[src/rtl/periph_bus_arbiter.sv]
// Round-robin arbiter sharing one peripheral slave among N_MASTERS initiators, one outstanding transaction.
// Optional response watchdog: define PERIPH_ARB_TIMEOUT_EN.
module periph_bus_arbiter #(
    parameter int N_MASTERS      = 4,
    parameter int ID_WIDTH       = 6,
    parameter int TIMEOUT_CYCLES = 255
) (
    input  logic                                clk_i,
    input  logic                                rst_ni,
    input  logic [N_MASTERS-1:0]                mst_req_i,
    input  logic [N_MASTERS-1:0][31:0]          mst_add_i,
    input  logic [N_MASTERS-1:0]                mst_wen_i,
    input  logic [N_MASTERS-1:0][31:0]          mst_wdata_i,
    input  logic [N_MASTERS-1:0][3:0]           mst_be_i,
    input  logic [N_MASTERS-1:0][ID_WIDTH-1:0]  mst_id_i,
    output logic [N_MASTERS-1:0]                mst_gnt_o,
    output logic [N_MASTERS-1:0]                mst_r_valid_o,
    output logic [31:0]                         mst_r_rdata_o,
    output logic [ID_WIDTH-1:0]                 mst_r_id_o,
    output logic                                mst_r_opc_o,
    output logic                                slv_req_o,
    output logic [31:0]                         slv_add_o,
    output logic                                slv_wen_o,
    output logic [31:0]                         slv_wdata_o,
    output logic [3:0]                          slv_be_o,
    output logic [ID_WIDTH-1:0]                 slv_id_o,
    input  logic                                slv_gnt_i,
    input  logic                                slv_r_valid_i,
    input  logic [31:0]                         slv_r_rdata_i,
    input  logic [ID_WIDTH-1:0]                 slv_r_id_i,
    input  logic                                slv_r_opc_i
);
    localparam int IW = (N_MASTERS > 1) ? $clog2(N_MASTERS) : 1;

    typedef enum logic {IDLE, BUSY} state_t;

    state_t         state;
    logic [IW-1:0]  rr_ptr, owner, lock_idx, sel;
    logic           locked, any_req, grant, rsp_fire, to_fire;

    // A locked selection is held even when a higher-priority initiator shows up.
    always_comb begin
        sel     = '0;
        any_req = 1'b0;
        if (locked) begin
            sel     = lock_idx;
            any_req = mst_req_i[lock_idx];
        end else begin
            for (int i = N_MASTERS-1; i >= 0; i--) begin
                if (mst_req_i[(int'(rr_ptr) + i) % N_MASTERS]) begin
                    sel     = IW'((int'(rr_ptr) + i) % N_MASTERS);
                    any_req = 1'b1;
                end
            end
        end
    end

    assign slv_req_o   = (state == IDLE) && any_req;
    assign grant       = slv_req_o && slv_gnt_i;
    assign mst_gnt_o   = grant ? (N_MASTERS'(1) << sel) : '0;

    assign slv_add_o   = slv_req_o ? mst_add_i[sel]   : mst_add_i[0];
    assign slv_wen_o   = slv_req_o ? mst_wen_i[sel]   : mst_wen_i[0];
    assign slv_wdata_o = slv_req_o ? mst_wdata_i[sel] : mst_wdata_i[0];
    assign slv_be_o    = slv_req_o ? mst_be_i[sel]    : mst_be_i[0];
    assign slv_id_o    = slv_req_o ? mst_id_i[sel]    : mst_id_i[0];

    assign rsp_fire    = (state == BUSY) && slv_r_valid_i;

`ifdef PERIPH_ARB_TIMEOUT_EN
    localparam int CW = $clog2(TIMEOUT_CYCLES + 1);
    logic [CW-1:0]       wd_cnt;
    logic [ID_WIDTH-1:0] stored_id;

    // A real response in the limit cycle takes precedence over the timeout.
    assign to_fire    = (state == BUSY) && !slv_r_valid_i && (wd_cnt == CW'(TIMEOUT_CYCLES));
    assign mst_r_id_o = rsp_fire ? slv_r_id_i : (to_fire ? stored_id : '0);
`else
    // Watchdog compiled out; the comparison is constant false.
    assign to_fire    = (TIMEOUT_CYCLES < 0);
    assign mst_r_id_o = rsp_fire ? slv_r_id_i : '0;
`endif

    assign mst_r_valid_o = (rsp_fire || to_fire) ? (N_MASTERS'(1) << owner) : '0;
    assign mst_r_rdata_o = rsp_fire ? slv_r_rdata_i : '0;
    assign mst_r_opc_o   = rsp_fire ? slv_r_opc_i : to_fire;

    always_ff @(posedge clk_i or negedge rst_ni) begin
        if (!rst_ni) begin
            state    <= IDLE;
            rr_ptr   <= '0;
            owner    <= '0;
            locked   <= 1'b0;
            lock_idx <= '0;
`ifdef PERIPH_ARB_TIMEOUT_EN
            wd_cnt    <= '0;
            stored_id <= '0;
`endif
        end else begin
            case (state)
                IDLE: begin
                    if (grant) begin
                        owner  <= sel;
                        rr_ptr <= (sel == IW'(N_MASTERS-1)) ? '0 : sel + 1'b1;
                        locked <= 1'b0;
                        state  <= BUSY;
`ifdef PERIPH_ARB_TIMEOUT_EN
                        wd_cnt    <= '0;
                        stored_id <= mst_id_i[sel];
`endif
                    end else if (slv_req_o) begin
                        locked   <= 1'b1;
                        lock_idx <= sel;
                    end else begin
                        // Covers an initiator dropping its request while locked.
                        locked <= 1'b0;
                    end
                end
                BUSY: begin
                    if (rsp_fire || to_fire) begin
                        state <= IDLE;
                    end
`ifdef PERIPH_ARB_TIMEOUT_EN
                    else begin
                        wd_cnt <= wd_cnt + 1'b1;
                    end
`endif
                end
                default: state <= IDLE;
            endcase
        end
    end
endmodule
[config.mk]
export PLATFORM = sky130hd
export DESIGN_NAME = periph_bus_arbiter
export DESIGN_NICKNAME = d
export VERILOG_FILES = /design/src/rtl/periph_bus_arbiter.sv
export SDC_FILE = /design/constraint.sdc
export NUM_CORES = 1
export LEC_CHECK = 0
export CAP_MARGIN = 10
export CORE_AREA = 2 2 183 185
export CTS_CLUSTER_SIZE = 24
export DETAILED_ROUTE_END_ITERATION = 7
export DIE_AREA = 0 0 185 187
export HOLD_SLACK_MARGIN = 0.12
export SYNTH_ARGS = -nofsm -noshare
export SYNTH_HDL_FRONTEND = slang
export SYNTH_SLANG_ARGS = --single-unit
[constraint.sdc]
create_clock -name clk_i -period 4.1 [get_ports clk_i]
set_input_delay 1.23 -clock clk_i [delete_from_list [all_inputs] [get_ports clk_i]]
set_output_delay 1.23 -clock clk_i [all_outputs]
set_load 0.02 [all_outputs]
== Word level (Yosys, flattened, before mapping) ==
Index checks and enable logic that the tools add are counted.
Operators by class
  magnitude comparators: 6
  reduce and logical (&&, ||, !) cells: 8
  eq/ne operators: 1
  add/subtract/negate cells: 4
  bitwise operators: 5
  shift-type cells: 2
  mux-type cells: 49
Operators by type and width (number)
  32-bit 2-to-1 mux: 5
  32-bit binary-select mux with 2-bit select: 2
  1-bit 2-to-1 mux: 20
  6-bit 2-to-1 mux: 3
  4-bit 2-to-1 mux: 4
  1-bit binary-select mux with 2-bit select: 6
  6-bit binary-select mux with 2-bit select: 1
  3-bit by 4-bit < comparator with 1-bit output (second input constant): 3
  2-bit 2-to-1 mux: 6
  2-bit by 3-bit < comparator with 1-bit output (second input constant): 3
  4-bit binary-select mux with 2-bit select: 1
  1-bit by 2-bit << shifter with 4-bit output (first input constant): 2
  2-bit OR reduction: 3
  2-bit by 1-bit adder with 2-bit output (second input constant): 2
  2-bit adder (second input constant): 2
  1-bit AND (first input constant): 3
  1-bit logical AND: 3
  3-bit AND reduction: 1
  2-bit == test (second input constant): 1
  1-bit NOT: 2
  1-bit case mux with 2 select lines: 1
  2-bit AND reduction: 1
Word-level totals
  input port bits: 347
  register bits after elaboration: 8
  output and inout port bits: 123
  word-level logic and storage cells: 80

== Depth between registers and ports, before layout ==
Gate-level depths: netlist of run 1.
  depth after elaboration: 15
  depth in mapped cells: 10
  depth with buffers taken out: 7

== Worst setup path after synthesis of run 1 ==
No wires, ideal clock.
  path type: input port to output port
  start: input port mst_req_i[1]
  end: output port slv_add_o[19]
  path buffers: 3
  data arrival time: 3.092 ns
  setup slack: -0.222 ns
  required time: 2.870 ns
  stages: 8
  cell sequence: or4_1 nor2_1 or3_1 buf_6 buf_4 clkbuf_1 nor2_1 a222oi_1
Between the ends
  longest elaborated chain between the ends: 11
  elaborated cells on any way between the ends: 27
  those cells by class: mux: 26; reduce/logical: 1
RTL lines
  start, declared: line 10  | input logic [N_MASTERS-1:0] mst_req_i,
  1-bit binary-select mux with 2-bit select: line 50  | if (mst_req_i[(int'(rr_ptr) + i) % N_MASTERS]) begin
  1-bit 2-to-1 mux (implied by the code) (2 in series): line 50
  2-bit 2-to-1 mux (4 in series): line 50
  2-bit 2-to-1 mux: line 45  | if (locked) begin
  32-bit binary-select mux with 2-bit select: line 62  | assign slv_add_o = slv_req_o ? mst_add_i[sel] : mst_add_i[0];
  32-bit 2-to-1 mux (implied by the code): line 62
  32-bit 2-to-1 mux (*): line 62
  end, declared: line 22  | output logic [31:0] slv_add_o,
Every way passes the cells marked *; elsewhere a longest branch is shown, timed or not. The select of a mux whose other input is x is not followed.

== Final worst setup path of run 1 ==
  start: input port mst_req_i[0]
  end: output port slv_wdata_o[4]
Between the ends
  longest elaborated chain between the ends: 11
  elaborated cells on any way between the ends: 27
  those cells by class: mux: 26; reduce/logical: 1
RTL lines
  1-bit binary-select mux with 2-bit select: line 50
  1-bit 2-to-1 mux (implied by the code) (2 in series): line 50
  2-bit 2-to-1 mux (4 in series): line 50
  2-bit 2-to-1 mux: line 45
  32-bit binary-select mux with 2-bit select: line 64  | assign slv_wdata_o = slv_req_o ? mst_wdata_i[sel] : mst_wdata_i[0];
  32-bit 2-to-1 mux (implied by the code): line 64
  32-bit 2-to-1 mux (*): line 64
  end, declared: line 24  | output logic [31:0] slv_wdata_o,
Marks and branches as above.

==> results of run 1 <==
==> placed cells by master (no fill, tap or decap), types with 3 or more instances in the layout <==
cell,count
clkdlybuf4s50_1,380
buf_8,7
clkbuf_16,9
buf_16,11
dlymetal6s2s_1,5
o21ai_0,3
buf_2,62
buf_4,55
and3_4,3
buf_12,29
nand2_1,5
nor2_1,79
dfrtp_1,8
mux2i_1,75
ha_1,4
a222oi_1,75
inv_1,77
and3_1,40
mux2_2,3
buf_6,34
==> synth_stat cells (all sizes together) (4+ instances only) <==
cell    count
a21oi       4
a222oi     75
and3       43
buf        25
clkbuf     25
dfrtp       8
ha          4
inv        81
mux2i      75
nand2       5
nor2       83
o21ai       5
==> metrics by stage <==
stage	hold slack [ns]	cells	worst slack, ns
floorplan	0.494	456	-0.171
global placement	0.522	1381	-1.37
detailed placement	0.521	1381	-1.47
CTS	0.547	1430	-0.494
global route	0.574	1448	-0.545
finish	0.551	1448	-0.452
==> registers in the layout (all words and copies together) (netlist names) <==
| signal | flops |
|---|---|
| lock_idx | 2 |
| rr_ptr | 2 |
| state | 1 |
| locked | 1 |
| owner | 2 |
==> worst register-to-register path: cells and delay by family, from the launching register on <==
family,cells,cell delay (ns)
buf+inv,2,0.37
mux,2,0.71
simple gates,3,0.73
flops,1,0.42
==> where the power goes <==
part / leakage [nW] / internal [mW] / switching, mW
sequential: 0.0957 / 0.119 / 0.0588
clock: 0.0370 / 0.126 / 0.0396
combinational: 4.32 / 3.82 / 3.65
==> metal layers <==
layer / GRT usage [%] / routed length [um] / vias to the layer above
met3: 1.79 / 2100 / 20
met1: 18.6 / 12100 / 2788
met4: 1.68 / 259 / 2
li1: - / - / 2799
met5: 0 / 12 / -
met2: 24.2 / 13200 / 327
==> repair_timing <==
item / CTS / global route
gates cloned: 13 / 6
pin swaps: 38 / 35
buffers inserted: 34 / 18
gates resized for setup: 468 / 47
hold buffers: 0 / 0
endpoints found under the setup margin: 80 / 85
==> layout make-up <==
type | count | area (um^2) | area share (%)
timing repair buffer | 591 | 6150 | 62.8
clock buffer | 3 | 75.1 | 0.766
inverter | 82 | 325 | 3.32
tap | 448 | 561 | 5.72
multi-input combinational | 316 | 2480 | 25.4
sequential | 8 | 200 | 2.04
==> worst max path at each step <==
stage,end,cells after the start
finish,slv_wdata_o[4],10
global route,slv_add_o[4],14
CTS,slv_wdata_o[4],10
detailed placement,slv_add_o[3],11
global placement,slv_add_o[3],11
floorplan,slv_add_o[20],9
==> cell families after synthesis <==
family,Yosys count,synth area share [%]
AND/OR/NAND/NOR,143,21.2
buffers and inverters,132,18.8
AO/OA/AOI/OAI,90,26.6
multiplexers,79,25.5
flip-flops,8,6.29
adder cells (fa/ha/maj),4,1.57
==> impl_metrics.yaml, run 1 <==
critical_path:
  start_kind: "primary input"
  arrival_ns: 3.32
  crit_start: "mst_req_i[0]"
  crit_family: "simple AND/OR/NAND/NOR gates"
  crit_path_cell_trace: "buf_6, buf_6, or4_4, nor2_1, or3_4, nor2_4, buf_12, buf_12, a222oi_1, buf_2"
  rrSetupSlack_ns: 1.75
  reg2regPathDepth: 7
  cp_slowest_cell: "or4_4"
  cp.required_ns: 2.87
  crit_fanout: 7
  cp_num_buf_inv: 5
  crit_type: "primary input to output port"
  critPathCaptureType: "output port"
  max_stage_delay_ns: 0.51
  crit-reg2reg-launch: "lock_idx[1]"
  rr_endpoint: "lock_idx[0]"
pwr:
  p_leak_nw: 4.45
  powerDensity_nw_per_um2: 798
  power_mw: 7.82
  ir_worst_vdd_uv: 303
synth:
  synth_fp_nets: 807
  ys_seq_elements: 8
  ys_types: 32
  ys_async_sr_fraction_pct: 100
  synthCells: 456
  ys_top_cells_by_area: "a222oi_1, mux2i_1, nor2_1, inv_1, and3_1"
  ys_warn_count: 0
  ys_seq_area_share_pct: 6.29
  syn_avg_cell_area_um2: 6.98
  synth.largest_area_cell: "a222oi_1"
  ys.flop_type: "dfrtp_1"
  synth_edf_count: 0
  netlist.area_leader.share_pct: 23.6
  synth_area_um2: 3180
detailed_routing:
  vias: 5936
  antenna_left: 0
  dr.pass1.iters: 8
  avgRoutedWirePerCell_um: 19.1
  wl_um: 27600
  drt-initial-drc-count: 545
  vias_per_cell: 4.10
  drc_errors: 0
layout:
  fillers: 3470
  n_antenna_cell: 0
  drive_gt1_share_pct: 23.4
  postLayoutCellArea_um2: 9800
  nets: 1353
  fin_util_pct: 29.8
  syn_to_final_growth_pct: 208
die:
  die_h_um: 187
  ios: 470
  start_util_pct: 9.68
  core-area_um2: 32900
  rows: 67
  die_w_um: 185
  die_area_um2: 34600
sta:
  tightest_slew_ns: 0.455
  setup_ws_ns: -0.452
  finalSetupTns_ns: -24.79
  grt_setup_unrepaired: "yes"
  fin_skew_ns: 0.00486
  maxSlewHeadroom_pct: 69.7
  final.period_utilization_pct: 111
  max_freq_mhz: 220
  hold_viol: 0
  finalSetupViolCount: 75
  fin_crit_ns: 4.55
  drv_slew: 0
min_path:
  min_path_type: "flop to flop"
  min-delay-start: "owner[1]"
  min_to: "owner[1]"
  hold_path_depth: 2
global_routing:
  grt_usage_pct: 13.9
  antenna_found_initial: 1
  grt.overflow.total: 0
  grt_first_pass_wirelength_um: 36200
  grt_max_degree: 44
  grt_pass1_vias: 5761
cts:
  cts_tree: "done"
  numCtsBuffers: 3
  clock-sinks: 8
  clk_latency_ns: 0.23
  cts.reportedPaths.clkPinSlew_ns: 0.03
  cts_buffer_depth: 2
  htree_levels: 1
  cts_root_buf: "clkbuf_16"
place:
  hpwlAfterDp_um: 18400
  placed_cell_area_um2: 8820
  gp_congestion: 0.919
  io_buffers: 469
run_status:
  status: "finished with violations"
  violations: "setup timing"
flow_run:
  maxCapViolations: 0
Power figures use the tool's default switching activity.
==> inputs of run 2 (changes only) <==
--- a/config.mk
+++ b/config.mk
@@ -6,10 +6,10 @@
 export NUM_CORES = 1
 export LEC_CHECK = 0
 export CAP_MARGIN = 10
-export CORE_AREA = 2 2 183 185
+export CORE_AREA = 2 2 180 182
 export CTS_CLUSTER_SIZE = 24
 export DETAILED_ROUTE_END_ITERATION = 7
-export DIE_AREA = 0 0 185 187
+export DIE_AREA = 0 0 182 184
 export HOLD_SLACK_MARGIN = 0.12
 export SYNTH_ARGS = -nofsm -noshare
 export SYNTH_HDL_FRONTEND = slang
==> constraint.sdc (replaced) <==
create_clock -name clk_i -period 3.9 [get_ports clk_i]
set_input_delay 1.17 -clock clk_i [delete_from_list [all_inputs] [get_ports clk_i]]
set_output_delay 1.17 -clock clk_i [all_outputs]
set_load 0.02 [all_outputs]
==> run 2 against run 1 <==
The flow finishes with violations (DRC, setup timing). Critical endpoint is now slv_wdata_o[28]. Hold slack got worse by 0.0039 ns. First-iteration DRC count decreased by 12%. Flip-flop and latch count unchanged. Die area decreased by 3.2%. Sequential power increased by 4%. Highest routed layer is now met4. Cell area decreased by 3.7%. Power decreased by 4.1%. Non-clock buffer count decreased by 14.
==> impl_metrics.yaml, run 2 (synthesized netlist as in run 1, its figures left out) <==
global_routing:
  grt_pass1_vias: 5779
  grt_max_degree: 44
  grt.overflow.total: 0
  antenna_found_initial: 1
  grt_usage_pct: 12.8
  grt_first_pass_wirelength_um: 33600
sta:
  hold_viol: 0
  grt_setup_unrepaired: "yes"
  setup_ws_ns: -0.465
  fin_crit_ns: 4.36
  final.period_utilization_pct: 112
  tightest_slew_ns: 0.404
  finalHoldWorstSlack_ns: 0.547
  maxSlewHeadroom_pct: 73.1
  drv_slew: 0
  max_freq_mhz: 229
  finalSetupViolCount: 75
  fin_skew_ns: 0.000868
cts:
  numCtsBuffers: 3
  cts_buffer_depth: 2
  cts.reportedPaths.clkPinSlew_ns: 0.04
  cts_root_buf: "clkbuf_16"
  cts_tree: "done"
  clock-sinks: 8
  htree_levels: 1
  clk_latency_ns: 0.23
critical_path:
  cp.required_ns: 2.73
  max_stage_delay_ns: 0.43
  start_kind: "primary input"
  crit_family: "buffers and inverters"
  critPathCaptureType: "output port"
  crit_type: "primary input to output port"
  cp_common_cell: "buf_8"
  crit-reg2reg-launch: "lock_idx[1]"
  crit_path_cell_trace: "buf_8, mux4_2, nor2b_1, or3_4, buf_12, clkinv_8, o21ai_4, buf_6, buf_8, a222oi_1, buf_2"
  crit_start: "mst_req_i[2]"
  arrival_ns: 3.19
  cp_num_buf_inv: 6
  crit_fanout: 6
  cp_slowest_cell: "or3_4"
pwr:
  power_switching_mw: 3.66
  ir_worst_vdd_uv: 385
  powerDensity_nw_per_um2: 795
  power_switching_share_pct: 48.7
  seqPwrFrac_pct: 2.5
  p_int_mw: 3.85
  p_leak_nw: 4.33
  pwr-share-clk_pct: 2.3
  combPwrFrac_pct: 95.3
layout:
  layout.cells.most_common_list: "clkdlybuf4s50_1, nor2_1, inv_1"
  syn_to_final_growth_pct: 197
  final_common_cell: "clkdlybuf4s50_1"
  fillers: 3323
  nets: 1339
  drive_gt1_share_pct: 22.8
  final-seq-area_um2: 200
  reg_top3: "lock_idx (2), owner (2), rr_ptr (2)"
  postLayoutCellArea_um2: 9440
  multi_input_area_um2: 2520
detailed_routing:
  vias_per_cell: 4.21
  avgRoutedWirePerCell_um: 17.8
  drc_errors: 6
  vias: 5844
  antenna_left: 0
  dr.pass1.iters: 8
  wl_um: 24700
  drt-initial-drc-count: 482
die:
  die_area_um2: 33500
  rows: 65
  die_h_um: 184
  ios: 470
  start_util_pct: 10.1
  die_w_um: 182
  core-area_um2: 31400
place:
  io_buffers: 469
  gp_congestion: 0.804
  placed_cell_area_um2: 8840
  hpwlAfterDp_um: 19000
run_status:
  status: "finished with violations"
  violations: "DRC, setup timing"
flow_run:
  maxCapViolations: 0
min_path:
  min_path_type: "flop to flop"
  min-delay-start: "owner[1]"
## run 2: cell types whose count changed in the layout (fill, tap and decap cells not counted), moves of 3 or more
| cell | delta |
|---|---|
| mux2i_1 | -3 |
| clkdlybuf4s50_1 | -4 |
| buf_4 | +4 |
| buf_12 | -5 |
| mux2i_2 | +3 |
| buf_16 | -9 |
| buf_2 | -5 |
| buf_8 | +3 |
## run 2: per-layer routing
layer / vias to the layer above / global-route usage (%) / wire [um]
met1: 2710 / 15.1 / 9490
met5: - / 0 / 0
met4: 0 / 2.39 / 423
met2: 344 / 24.5 / 12900
met3: 24 / 2.00 / 1920
li1: 2766 / - / -
## run 2: final timing paths
path / end / slack, ns / depth (start not counted)
setup / recovery: slv_wdata_o[28] / -0.46 / 11
hold reg to reg: owner[1] / 0.55 / 2
min in group asynchronous: rr_ptr[1] / 1.22 / 1
max in group asynchronous: owner[1] / 2.41 / 1
setup reg to reg: rr_ptr[0] / 1.76 / 8
hold / removal: owner[1] / 0.55 / 2
## run 2: repair_timing
action / 4_1_cts / 5_1_grt
buffers inserted: 33 / 7
resized for setup: 503 / 40
hold buffers: 0 / 0
cloned: 2 / 6
pin swaps: 56 / 38
setup endpoints to repair: 82 / 87
## run 2: worst reg2reg max path, delay by kind of cell, from the launching register on
kind	cells	cell delay [ns]
simple gates	3	0.49
mux	2	0.87
buf+inv	3	0.31
flops	1	0.36
## run 2: cell type report
type,count,share of cell area (%)
repair buffers,577,61.6
inverters,82,3.47
diodes,1,0.0265
well taps,402,5.33
flip-flops and latches,8,2.12
clock buffers,3,0.796
multi-input cells,316,26.7
## run 2: through the flow
step	setup TNS [ns]	power, mW	worst slack [ns]	util (%)	cells
2_1_floorplan	-16.29	3.45	-0.251	-	456
3_3_place_gp	-99.39	6.58	-1.38	28.1	1344
3_5_place_dp	-105.62	6.59	-1.42	28.1	1344
4_1_cts	-25.02	7.19	-0.411	29.2	1380
5_1_grt	-31.87	7.95	-0.515	30.1	1389
6_report	-24.68	7.50	-0.465	30.1	1389
## run 2: power by group through the flow
| stage | clock network, mW | logic, mW | registers [mW] |
|---|---|---|---|
| CTS | 0.171 | 6.83 | 0.183 |
| floorplan | 0 | 3.29 | 0.166 |
| global route | 0.177 | 7.58 | 0.196 |
| finish | 0.170 | 7.15 | 0.185 |
| global placement | 0 | 6.41 | 0.172 |
| detailed placement | 0 | 6.42 | 0.175 |
